**src/rtl/plazer_onchip_memory_reader.sv**
```systemverilog
// Avalon-MM read master: fetches a block of memory words into a small word FIFO and streams them out LSB-first as samples.
// Optional build macro PLAZER_RD_LOOP_EN: repeat the block until stop is asserted.
module plazer_onchip_memory_reader #(
  parameter int ADDR_W     = 7,
  parameter int DATA_W     = 256,
  parameter int SAMPLE_W   = 32,
  parameter int FIFO_DEPTH = 4
) (
  input  logic                  clk,
  input  logic                  reset,
  input  logic                  start,
  input  logic [ADDR_W-1:0]     base_addr,
  input  logic [ADDR_W:0]       word_count,
  input  logic                  stop,
  output logic                  busy,
  output logic                  done,
  output logic [ADDR_W-1:0]     m_address,
  output logic                  m_chipselect,
  output logic                  m_write,
  output logic [DATA_W/8-1:0]   m_byteenable,
  output logic                  m_clken,
  input  logic [DATA_W-1:0]     m_readdata,
  output logic [SAMPLE_W-1:0]   out_data,
  output logic                  out_valid,
  input  logic                  out_ready,
  output logic                  out_last
);

  localparam int SPW   = DATA_W / SAMPLE_W;
  localparam int IDX_W = $clog2(SPW);
  localparam int PTR_W = $clog2(FIFO_DEPTH);
  localparam int CNT_W = PTR_W + 1;
  localparam logic [IDX_W-1:0] IDX_LAST = IDX_W'(SPW - 1);

  localparam logic [1:0] S_IDLE  = 2'd0;
  localparam logic [1:0] S_FETCH = 2'd1;
  localparam logic [1:0] S_DRAIN = 2'd2;

  logic [1:0]        state_q, state_d;
  logic [ADDR_W-1:0] addr_q, addr_d;
  logic [ADDR_W:0]   remaining_q, remaining_d;
  logic              inflight_q, inflight_d;
  logic              inflight_last_q, inflight_last_d;
  logic [PTR_W-1:0]  wr_ptr_q, wr_ptr_d;
  logic [PTR_W-1:0]  rd_ptr_q, rd_ptr_d;
  logic [CNT_W-1:0]  fifo_count_q, fifo_count_d;
  logic [IDX_W-1:0]  idx_q, idx_d;
  logic              done_q, done_d;
`ifdef PLAZER_RD_LOOP_EN
  logic [ADDR_W-1:0] base_q, base_d;
  logic [ADDR_W:0]   count_q, count_d;
`else
  logic              unused_stop;
  assign unused_stop = stop;
`endif

  logic [DATA_W-1:0] fifo_data [FIFO_DEPTH];
  logic              fifo_last [FIFO_DEPTH];

  logic              issue, last_req, accept, pop, head_last;
  logic [DATA_W-1:0] head_word;
  logic [ADDR_W:0]   start_count;

  // The credit covers the word already in flight, since memory data cannot be back-pressured.
  assign issue       = (state_q == S_FETCH) &&
                       ((fifo_count_q + CNT_W'(inflight_q)) < CNT_W'(FIFO_DEPTH));
  assign last_req    = (remaining_q == (ADDR_W+1)'(1));
  assign out_valid   = (fifo_count_q != '0);
  assign head_word   = fifo_data[rd_ptr_q];
  assign head_last   = fifo_last[rd_ptr_q];
  assign accept      = out_valid && out_ready;
  assign pop         = accept && (idx_q == IDX_LAST);
  assign start_count = (word_count == '0) ? {1'b1, {ADDR_W{1'b0}}} : word_count;

  always_comb begin
    // NOTE: every always_comb output gets a default first so no latch is inferred.
    state_d         = state_q;
    addr_d          = addr_q;
    remaining_d     = remaining_q;
    inflight_d      = issue;
    inflight_last_d = issue && last_req;
    wr_ptr_d        = inflight_q ? wr_ptr_q + PTR_W'(1) : wr_ptr_q;
    rd_ptr_d        = pop ? rd_ptr_q + PTR_W'(1) : rd_ptr_q;
    fifo_count_d    = fifo_count_q + CNT_W'(inflight_q) - CNT_W'(pop);
    idx_d           = accept ? idx_q + IDX_W'(1) : idx_q;
    done_d          = accept && out_last;
`ifdef PLAZER_RD_LOOP_EN
    base_d          = base_q;
    count_d         = count_q;
`endif
    case (state_q)
      S_IDLE: begin
        // A start coinciding with the done pulse is dropped.
        if (start && !done_q) begin
          state_d     = S_FETCH;
          addr_d      = base_addr;
          remaining_d = start_count;
`ifdef PLAZER_RD_LOOP_EN
          base_d      = base_addr;
          count_d     = start_count;
`endif
        end
      end
      S_FETCH: begin
        if (issue) begin
          addr_d      = addr_q + ADDR_W'(1);
          remaining_d = remaining_q - (ADDR_W+1)'(1);
          if (last_req) begin
`ifdef PLAZER_RD_LOOP_EN
            if (stop) begin
              state_d = S_DRAIN;
            end else begin
              addr_d      = base_q;
              remaining_d = count_q;
            end
`else
            state_d = S_DRAIN;
`endif
          end
        end
      end
      S_DRAIN: begin
        if (pop && (fifo_count_q == CNT_W'(1)) && !inflight_q) state_d = S_IDLE;
      end
      default: state_d = S_IDLE;
    endcase
  end

  // NOTE: state registers use non-blocking assignments so all flops update together.
  always_ff @(posedge clk or posedge reset) begin
    if (reset) begin
      state_q         <= S_IDLE;
      addr_q          <= '0;
      remaining_q     <= '0;
      inflight_q      <= 1'b0;
      inflight_last_q <= 1'b0;
      wr_ptr_q        <= '0;
      rd_ptr_q        <= '0;
      fifo_count_q    <= '0;
      idx_q           <= '0;
      done_q          <= 1'b0;
`ifdef PLAZER_RD_LOOP_EN
      base_q          <= '0;
      count_q         <= '0;
`endif
    end else begin
      state_q         <= state_d;
      addr_q          <= addr_d;
      remaining_q     <= remaining_d;
      inflight_q      <= inflight_d;
      inflight_last_q <= inflight_last_d;
      wr_ptr_q        <= wr_ptr_d;
      rd_ptr_q        <= rd_ptr_d;
      fifo_count_q    <= fifo_count_d;
      idx_q           <= idx_d;
      done_q          <= done_d;
`ifdef PLAZER_RD_LOOP_EN
      base_q          <= base_d;
      count_q         <= count_d;
`endif
    end
  end

  // NOTE: FIFO storage has no reset; the count and pointers define which entries are valid.
  always_ff @(posedge clk) begin
    if (inflight_q) begin
      fifo_data[wr_ptr_q] <= m_readdata;
      fifo_last[wr_ptr_q] <= inflight_last_q;
    end
  end

  assign busy         = (state_q != S_IDLE);
  assign done         = done_q;
  assign m_address    = addr_q;
  assign m_chipselect = issue;
  assign m_write      = 1'b0;
  assign m_byteenable = '1;
  assign m_clken      = 1'b1;
  assign out_data     = out_valid ? head_word[idx_q*SAMPLE_W +: SAMPLE_W] : '0;
  assign out_last     = out_valid && head_last && (idx_q == IDX_LAST);

endmodule
```
**config.mk**
```make
export PLATFORM = sky130hd
export DESIGN_NAME = plazer_onchip_memory_reader
export DESIGN_NICKNAME = d
export VERILOG_FILES = /design/src/rtl/plazer_onchip_memory_reader.sv
export SDC_FILE = /design/constraint.sdc
export NUM_CORES = 1
export LEC_CHECK = 0
export BUFFER_PORTS_ARGS = -buffer_cell sky130_fd_sc_hd__buf_4
export CORE_UTILIZATION = 35
export DETAILED_ROUTE_END_ITERATION = 16
export PLACE_DENSITY_LB_ADDON = 0.12
export SYNTH_ARGS = -nofsm -noshare
export SYNTH_HDL_FRONTEND = slang
export SYNTH_SLANG_ARGS = --single-unit
```
**constraint.sdc**
```tcl
create_clock -name clk -period 10.7 [get_ports clk]
set_input_delay 0.535 -clock clk [delete_from_list [all_inputs] [get_ports clk]]
set_output_delay 0.535 -clock clk [all_outputs]
set_load 0.05 [all_outputs]
```
==> out/qor.yml, run 1 <==
timing:
  final.period_utilization_pct: 47.12
  timing.final.max_slew_violations: 0
  period_needed_ns: 5.042
  finalClockSkew_ns: 0.01509
  slew-limit-headroom_pct: 9.760
  hold_ws_ns: 0.06574
  maximum_achievable_frequency_ghz: 0.1983
  final-setup-viol-count: 0
  worst_pin_slew_ns: 1.351
  grt_setup_unrepaired: "no"
  fin_ws_ns: 5.658
  fin_tns_setup_ns: 0
  hold_viol_final: 0
power:
  p_sw_uw: 5259
  sw_frac_of_total_pct: 35.05
  pwr-share-seq_pct: 39.5
  total_leakage_power_uw: 0.01725
  vdd.ir_drop.worst_v: 0.0002064
  p_int_uw: 9744
  power.density_cell_area_nw_per_um2: 293.5
  power_frac_clock_pct: 25.0
  portion_of_total_power_attributed_to_combinational_logic_pct: 35.5
layout:
  final_cell_area_sq_um: 51120
  layout.nets: 2767
  final-seq-area_sq_um: 31630
  flow.area_growth_from_synthesis_pct: 24.15
  fillers: 10110
  final_layout_size_suffix_gt1_share_pct: 28.79
  multi_input_area_sq_um: 8722
  final_common_cell: "edfxtp_1"
  final_cell_mix: "edfxtp_1 (1028), buf_4 (344), dlygate4sd3_1 (250), mux4_2 (213), mux2i_1 (129)"
floorplan:
  fp.dieH_um: 345.0
  die_width_um: 345.0
  top_level_i_o_count: 354
  rows: 125
  floorplan.initialDensity_pct: 35.38
  core-area_sq_um: 116400
  die-area_sq_um: 119000
yosys:
  synth_warnings: 0
  synth-edff-count: 1028
  synthArstFlopShare_pct: 2.836
  adder_cell_share_of_the_synthesized_area_pct: 0.3950
  synth_seq_area_share_pct: 76.80
  postSynthCellCount: 1872
  synth_xor_xnor_area_share_pct: 0.1459
  syn_area_sq_um: 41170
  largest_family_of_logic_cells_by_synthesized_area: "multiplexers"
  yosys.cell_types.count: 54
  synth_compound_gate_area_share_pct: 3.607
  synth.mux.area_fraction_pct: 15.61
  ys.flop_type: "edfxtp_1"
  synth-simple-area-share_pct: 1.006
  synth.ff_latch_count: 1058
  postSynthAreaPerCell_sq_um: 21.99
drt:
  vias: 20740
  detail_route.drc_violations: 0
  post_drt_via_cell_ratio: 5.044
  ant_nets: 0
  drt_iter0_drcs: 1430
  wirelength_um: 103500
  detail_route.wl_per_cell_um: 25.16
  drtPass1Iterations: 5
clock_network:
  htree_num_levels: 3
  insertion_delay_ns: 0.69
  cts_tree: "built"
  number_of_setup_buffers_added_after_cts: 0
  clock_sink_count: 1058
  clockRootBuffer: "clkbuf_16"
  clk_pin_slew_worst_paths_ns: 0.06
  numCtsBuffers: 114
  clock_buffer_depth: 3
placed_design:
  buffer_ports.inserted: 318
  placed_cell_area_sq_um: 45010
  detailedPlacementHpwl_um: 60370
  pre_cts_slack_ns: 6.079
  globalplace.congestion: 0.7230
critical_path:
  setup.worst_path.class: "reg -> out"
  arrival_ns: 4.51
  worst_setup_path_end_kind: "output port"
  critical_path.max_fanout: 104
  worst_ep_required_time_ns: 10.17
  cp-start-kind: "flop"
global_routing:
  largest_net_degree_at_the_start_of_global_routing: 134
  antenna_found_initial: 30
  number_of_global_route_vias_before_repair: 22290
  gr-total-overflow: 0
  global_route_wire_length_before_repair_um: 150100
  grt_use_total_pct: 17.39
flow_run:
  maxCapViolCount: 0
min_path:
  min_path_type: "in -> reg"
run_status:
  status: "finished, final reports clean"
## per-stage QoR
stage | power [uW] | instances | util [%]
6_report | 15000 | 4112 | 43.93
5_1_grt | 15720 | 4108 | 43.92
4_1_cts | 15300 | 4098 | 43.90
3_5_place_dp | 11420 | 3636 | 38.68
3_3_place_gp | 11340 | 3636 | 38.68
2_1_floorplan | 9741 | 1904 | -
## sequential cells by signal (all words and copies together) (netlist names)
register,count
fifo_data,1024
remaining_q,8
m_address,7
fifo_last,4
fifo_count_q,3
idx_q,3
rd_ptr_q,2
state_q,2
wr_ptr_q,2
done,1
inflight_last_q,1
inflight_q,1
## final cells by class
| class | count | area share [%] |
|---|---|---|
| sequential | 1058 | 61.88 |
| multi-input combinational | 692 | 17.06 |
| timing repair buffer | 600 | 10.18 |
| clock buffer | 153 | 5.967 |
| tap | 1524 | 3.730 |
| clock inverter | 59 | 1.013 |
| inverter | 12 | 0.09791 |
| antenna | 14 | 0.06854 |
## synth_stat cells (all sizes together), types with 8 or more instances
master,number,share of area (%)
nor3,10,0.12
o21ai,37,0.45
nor2,22,0.20
a31oi,35,0.53
edfxtp,1028,75
a221oi,26,0.55
a2bb2oi,8,0.17
mux2i,129,3.1
inv,12,0.11
dfrtp,30,1.8
mux4,225,12
ha,13,0.40
buf,92,1.8
a221o,32,0.78
clkbuf,50,0.50
nand2,20,0.18
and2,8,0.12
a22oi,33,0.60
## cells by family after synthesis
| group | Yosys count |
|---|---|
| buf+inv | 154 |
| fa+ha+maj | 13 |
| simple gates | 84 |
| xor+xnor | 6 |
| mux | 356 |
| compound gates | 199 |
| other cells | 2 |
| flops | 1058 |
## worst paths after layout
path	from	endpoint	slack, ns	cells after the start
max	rd_ptr_q[1]	out_data[18]	5.66	7
min	m_readdata[154]	fifo_data[1][154]	0.07	1
min reg2reg	inflight_last_q	fifo_last[0]	0.50	0
min in group asynchronous	reset	m_address[6]	0.49	4
max reg2reg	wr_ptr_q[0]	fifo_data[0][208]	7.18	5
max in group asynchronous	reset	rd_ptr_q[0]	9.85	4
## power groups by stage
stage | Sequential [uW] | Clock (uW) | Combinational, uW
after floorplan | 6160 | 0 | 3590
after global placement | 5970 | 0 | 5370
after detailed placement | 6030 | 0 | 5400
after CTS | 5950 | 3860 | 5490
after global routing | 6010 | 4000 | 5700
final | 5930 | 3750 | 5320
## worst max-delay path, cell delays in order (launching register included)
cell     delay [ns]
dfrtp_4        0.75
buf_12         0.54
buf_4          0.73
mux4_2         0.37
mux2i_1        0.08
a221o_1        0.56
a31oi_1        0.33
buf_4          0.26
## what timing repair did
item / in CTS / in global routing
gates resized for setup: 0 / 0
hold buffers: 250 / 0
endpoints found under the hold margin: 1010 / 0
## layer usage
| metal | up-vias | GRT usage (%) | routed length [um] |
|---|---|---|---|
| met5 | - | 0 | 215 |
| met2 | 502 | 27.95 | 49730 |
| li1 | 9114 | - | - |
| met4 | 34 | 3.937 | 1942 |
| met3 | 175 | 4.013 | 5649 |
| met1 | 10920 | 24.07 | 45930 |
Power figures use the tool's default switching activity.
==> run 2: changes to the inputs <==
==> constraint.sdc (replaced) <==
create_clock -name clk -period 5.3 [get_ports clk]
set_input_delay 0.265 -clock clk [delete_from_list [all_inputs] [get_ports clk]]
set_output_delay 0.265 -clock clk [all_outputs]
set_load 0.05 [all_outputs]
==> run 2 against run 1 <==
Clock skew up 0.0090 ns. First-iteration DRC count shrank 0.77%. Via count grew 0.81%. Count of clock-buffer cells in the layout shrank 13. Combinational power grew 100%. Largest cell class unchanged. Largest power group unchanged. Highest routed layer unchanged.
==> out/qor.yml, run 2 (synthesis results as in run 1) <==
run_status:
  status: "finished, final reports clean"
power:
  p_int_uw: 19920  # +100%
  pwr-share-seq_pct: 39.1  # -0.4 points
  p_sw_uw: 10720  # +100%
  portion_of_total_power_attributed_to_combinational_logic_pct: 35.4  # about the same
  power_frac_clock_pct: 25.5  # +0.5 points
  sw_frac_of_total_pct: 34.98  # -0.073 points
  total_leakage_power_uw: 0.01752  # +1.6%
  power.density_cell_area_nw_per_um2: 592.9  # +100%
  vdd.ir_drop.worst_v: 0.0004546  # +120%
critical_path:
  worst_setup_path_end_kind: "output port"
  arrival_ns: 3.86  # -0.65 ns
  crit_chain: "buf_4 > mux4_2 > mux2i_1 > a221o_1 > a31oi_1 > buf_4"
  worst_ep_required_time_ns: 5.04  # -5.13 ns
  critical_path.max_fanout: 35  # -66%
  setup.worst_path.class: "reg -> out"
  slowest_delay_ns: 1.00  # +0.25 ns
  critical_path.slowest_cell: "dfrtp_4"
  most_common_cell_type_on_the_critical_path: "buf_4"
  cp-start-kind: "flop"
placed_design:
  pre_cts_slack_ns: 1.776  # -4.303 ns
  placed_cell_area_sq_um: 45210  # +0.44%
  placed_cells: 3649  # +0.36%
  globalplace.congestion: 0.7425  # +2.7%
  detailedPlacementHpwl_um: 61250  # +1.5%
  buffer_ports.inserted: 318  # unchanged
layout:
  fillers: 10100  # -0.13%
  flow.area_growth_from_synthesis_pct: 25.48
  final_layout_size_suffix_gt1_share_pct: 29.46  # +0.67 points
  largest_register: "fifo_data"
  largest_reg_flops: 1024  # unchanged
  layoutNonFillerInstCount: 4150  # +0.92%
  final_cell_area_sq_um: 51660  # +1.1%
  final_cell_mix: "edfxtp_1 (1028), buf_4 (349), dlygate4sd3_1 (274), mux4_2 (213), mux2i_1 (129)"
  final_common_cell: "edfxtp_1"
  layout.nets: 2805  # +1.4%
global_routing:
  largest_net_degree_at_the_start_of_global_routing: 110  # -18%
  number_of_global_route_vias_before_repair: 22210  # -0.35%
  gr-total-overflow: 0  # unchanged
  grt_use_total_pct: 17.34  # -0.049 points
  global_route_wire_length_before_repair_um: 149400  # -0.48%
  antenna_found_initial: 31  # +3.3%
timing:
  fin_ws_ns: 1.177  # -4.481 ns
  final.period_utilization_pct: 77.79
  worst_pin_slew_ns: 1.340  # -0.01041 ns
  hold_viol_final: 0  # unchanged
  grt_setup_unrepaired: "no"
  fin_tns_setup_ns: 0  # unchanged
  maximum_achievable_frequency_ghz: 0.2425
  slew-limit-headroom_pct: 10.46  # +0.70 points
  finalClockSkew_ns: 0.02407  # +0.008983 ns
  timing.final.max_slew_violations: 0  # unchanged
  final-setup-viol-count: 0  # unchanged
  hold_ws_ns: 0.2308  # +0.1651 ns
  period_needed_ns: 4.123
drt:
  vias: 20910  # +0.81%
  drt_iter0_drcs: 1419  # -0.77%
  drtPass1Iterations: 5  # unchanged
  detail_route.wl_per_cell_um: 24.89  # -1.1%
  wirelength_um: 103300  # -0.18%
  detail_route.drc_violations: 0  # unchanged
  ant_nets: 0  # unchanged
  post_drt_via_cell_ratio: 5.038  # -0.11%
floorplan:
  fp.dieH_um: 345.0  # unchanged
  die_width_um: 345.0  # unchanged
  core-area_sq_um: 116400  # unchanged
  top_level_i_o_count: 354  # unchanged
  floorplan.initialDensity_pct: 35.38  # unchanged
  die-area_sq_um: 119000  # unchanged
  rows: 125  # unchanged
clock_network:
  clockRootBuffer: "clkbuf_16"
  cts-resized-gates: 0  # unchanged
  insertion_delay_ns: 0.70  # about the same
  number_of_setup_buffers_added_after_cts: 0  # unchanged
  numCtsBuffers: 115  # +0.88%
  cts_tree: "built"
  clock_buffer_depth: 3  # unchanged
  clk_pin_slew_worst_paths_ns: 0.06  # about the same
  htree_num_levels: 3  # unchanged
  clock_sink_count: 1058  # unchanged
flow_run:
  maxCapViolCount: 0  # unchanged
min_path:
  min_path_type: "in -> async"
[run 2: power by group through the flow]
| stage | registers, uW | logic (uW) | clock network [uW] |
|---|---|---|---|
| finish | 12000 | 10800 | 7800 |
| global route | 12200 | 11600 | 8330 |
| CTS | 12000 | 11100 | 8030 |
| detailed placement | 12200 | 10900 | 0 |
| global placement | 12100 | 10900 | 0 |
| floorplan | 12100 | 7240 | 0 |
[run 2: critical path: cells and delay by family (launching register included)]
kind / cells / cell delay, ns
flops: 1 / 1.00
mux: 2 / 0.75
buf+inv: 2 / 0.74
compound gates: 2 / 0.62
[run 2: metal layers]
layer  track usage [%]  vias up  part of all wire [%]
met4             3.992       32                   1.5
met1             23.88    11010                    45
met3             3.721      138                   5.3
li1                  -     9210                     -
met5                 0        -                  0.18
met2             28.18      515                    48
[run 2: worst paths after layout]
path                                start                to  slack, ns  cells after the start
max                           rd_ptr_q[0]      out_data[20]       1.18                      6
min reg2reg                remaining_q[7]    remaining_q[7]       0.53                      1
min in group clk           m_readdata[56]  fifo_data[3][56]       0.31                      2
max reg2reg                    inflight_q      m_address[2]       2.86                      7
max in group asynchronous           reset       rd_ptr_q[0]       4.70                      4
min                                 reset      m_address[6]       0.23                      4
[run 2: what timing repair did]
action	4_1_cts	5_1_grt
endpoints found under the setup margin	0	0
endpoints found under the hold margin	1074	0
hold buffers	274	0
[run 2: layout make-up]
type	instances	area, sq um	area share [%]
flip-flops and latches	1058	31630	61.22
multi-input cells	692	8722	16.88
repair buffers	637	5643	10.92
clock buffers	140	3003	5.812
well taps	1524	1907	3.691
clock inverters	75	679.4	1.315
inverters	12	50.05	0.09687
diodes	12	30.03	0.05812
[run 2: per-stage QoR]
step | utilization (%) | total power [uW]
CTS | 44.37 | 31200
finish | 44.40 | 30630
floorplan | - | 19370
global placement | 38.85 | 22990
global route | 44.40 | 32090
detailed placement | 38.85 | 23140
==> run 3: changes to the inputs <==
==> constraint.sdc (replaced) <==
create_clock -name clk -period 3.6 [get_ports clk]
set_input_delay 0.18 -clock clk [delete_from_list [all_inputs] [get_ports clk]]
set_output_delay 0.18 -clock clk [all_outputs]
set_load 0.05 [all_outputs]
==> run 3 against run 2 <==
Global-route usage is 0.39 points higher. Critical path depth stayed put. Cell area increased by 0.90%. Sequential share of layout area fell by 0.54 points. Combinational power up 56%. Critical endpoint is now out_data[25].
==> out/qor.yml, run 3 (synthesis results as in run 1) <==
drt:
  wirelength_um: 106300  # +2.9%
  drtPass1Iterations: 6  # +1
  drt_iter0_drcs: 1460  # +2.9%
  ant_nets: 0  # unchanged
  detail_route.wl_per_cell_um: 25.34  # +1.8%
  detail_route.drc_violations: 0  # unchanged
  post_drt_via_cell_ratio: 5.053  # +0.30%
  vias: 21190  # +1.4%
clock_network:
  clock_buffer_depth: 3  # unchanged
  insertion_delay_ns: 0.68  # -0.02 ns
  numCtsBuffers: 113  # -1.7%
  clockRootBuffer: "clkbuf_16"
  htree_num_levels: 3  # unchanged
  clock_sink_count: 1058  # unchanged
  cts_tree: "built"
  clk_pin_slew_worst_paths_ns: 0.06  # about the same
timing:
  fin_tns_setup_ns: 0  # unchanged
  hold_viol_final: 0  # unchanged
  fin_ws_ns: 0.1784  # -0.9986 ns
  period_needed_ns: 3.422
  maximum_achievable_frequency_ghz: 0.2923
  timing.final.max_slew_violations: 0  # unchanged
  slew-limit-headroom_pct: 26.23  # +16 points
  grt_setup_unrepaired: "no"
  final-setup-viol-count: 0  # unchanged
  worst_pin_slew_ns: 1.105  # -0.2351 ns
  final.period_utilization_pct: 95.04
  finalClockSkew_ns: 0.01966  # -0.004413 ns
run_status:
  status: "finished, final reports clean"
global_routing:
  global_route_wire_length_before_repair_um: 152200  # +1.9%
  largest_net_degree_at_the_start_of_global_routing: 79  # -28%
  number_of_global_route_vias_before_repair: 22320  # +0.48%
  gr-total-overflow: 0  # unchanged
  grt_use_total_pct: 17.74  # +0.39 points
  antenna_found_initial: 31  # unchanged
critical_path:
  worst_ep_required_time_ns: 3.42  # -1.62 ns
  worst_r2r_endpoint: "remaining_q[0]"
  critical_path.max_fanout: 13  # -63%
  rr_startpoint: "inflight_q"
  ff2ff_setup_slack_ns: 0.93  # -1.93 ns
  r2r.worst_path.cells: 6  # -1
  critical_path.slowest_cell: "nor2_2"
  worst_setup_path_end_kind: "output port"
  worstPathBufferInverterCount: 2  # unchanged
  slowest_delay_ns: 0.86  # -0.14 ns
  crit_chain: "buf_6 > nor2_2 > a221oi_1 > o21ai_1 > a31oi_1 > buf_4"
  arrival_ns: 3.24  # -0.62 ns
  cp-start-kind: "flop"
  setup.worst_path.class: "reg -> out"
  timing.critical_path.max_delay_family: "simple AND/OR/NAND/NOR gates"
floorplan:
  floorplan.initialDensity_pct: 35.38  # unchanged
  fp.dieH_um: 345.0  # unchanged
  core-area_sq_um: 116400  # unchanged
  die-area_sq_um: 119000  # unchanged
  die_width_um: 345.0  # unchanged
  top_level_i_o_count: 354  # unchanged
  rows: 125  # unchanged
placed_design:
  detailedPlacementHpwl_um: 66410  # +8.4%
  placed_cell_area_sq_um: 45780  # +1.3%
  buffer_ports.inserted: 318  # unchanged
  globalplace.congestion: 0.7609  # +2.5%
  pre_cts_slack_ns: 0.5870  # -1.189 ns
min_path:
  min_path_type: "in -> reg"
  worstHoldStart: "m_readdata[116]"
  hold_end: "fifo_data[0][116]"
  worst_hold_path.num_cells: 2
power:
  vdd.ir_drop.worst_v: 0.0003903  # -14%
  power.density_cell_area_nw_per_um2: 869.0  # +47%
  total_leakage_power_uw: 0.01776  # +1.4%
layout:
  flow.area_growth_from_synthesis_pct: 26.61
  layout.nets: 2857  # +1.9%
  final_cell_mix: "edfxtp_1 (1028), buf_4 (381), dlygate4sd3_1 (274), mux4_2 (213), mux2i_1 (129)"
  largest_reg_flops: 1024  # unchanged
  final_common_cell: "edfxtp_1"
  largest_register: "fifo_data"
  final_layout_size_suffix_gt1_share_pct: 30.44  # +0.98 points
  final_cell_area_sq_um: 52130  # +0.90%
  fillers: 10060  # -0.46%
flow_run:
  maxCapViolCount: 0  # unchanged
-- run 3: worst max-delay path by stage --
stage	cells past startpoint	slack, ns	start	end
floorplan	3	0.74	wr_ptr_q[0]	fifo_data[2][0]
global placement	5	0.61	rd_ptr_q[0]	out_data[12]
detailed placement	5	0.59	rd_ptr_q[0]	out_data[12]
CTS	6	0.02	idx_q[0]	out_data[14]
global route	7	0.003	inflight_q	m_chipselect
finish	6	0.18	rd_ptr_q[0]	out_data[25]
-- run 3: worst reg2reg max path: stages, from the launching register on --
cell and delay, ns:
dfrtp_1 0.49, ha_1 0.26, ha_1 0.21, xnor2_2 0.20
a21oi_1 0.70, nor2_1 0.39, o211a_1 0.31
-- run 3: routing by layer --
layer,up-vias,GRT usage (%),share of wire [%]
li1,9295,-,-
met1,11120,24.87,44
met2,588,28.16,47
met3,166,4.007,5.8
met4,30,4.084,2.0
met5,-,0,0.18
-- run 3: timing repair --
action,4_1_cts,5_1_grt
endpoints found under the hold margin,1062,0
resized for setup,1,6
setup endpoints to repair,13,5
buffers inserted,5,2
cloned,0,1
hold buffers,274,0
pin swaps,0,1
-- run 3: final cells by class --
| cell class | count | area, sq um | share of cell area, % |
|---|---|---|---|
| flip-flops and latches | 1058 | 31630 | 60.68 |
| multi-input cells | 693 | 8731 | 16.75 |
| repair buffers | 690 | 6297 | 12.08 |
| clock buffers | 150 | 3082 | 5.912 |
| well taps | 1524 | 1907 | 3.658 |
| clock inverters | 55 | 394.1 | 0.7560 |
| inverters | 12 | 57.56 | 0.1104 |
| diodes | 12 | 30.03 | 0.05760 |
-- run 3: metrics by stage --
stage | hold slack [ns] | power (uW) | instances | utilization (%)
finish | 0.2347 | 45300 | 4194 | 44.80
floorplan | 0.2708 | 28320 | 1904 | -
global placement | 0.3784 | 34420 | 3695 | 39.34
CTS | 0.1711 | 45990 | 4179 | 44.74
global route | 0.2000 | 47390 | 4189 | 44.79
detailed placement | 0.3828 | 34610 | 3695 | 39.34
-- run 3: report_power, final --
group / switching [uW] / leakage, uW / total (uW) / internal (uW)
Clock: 4620 / 0.00170 / 10900 / 6320
Combinational: 10400 / 0.00631 / 16900 / 6490
Sequential: 812 / 0.00975 / 17500 / 16700
Total: 15800 / 0.0178 / 45300 / 29500
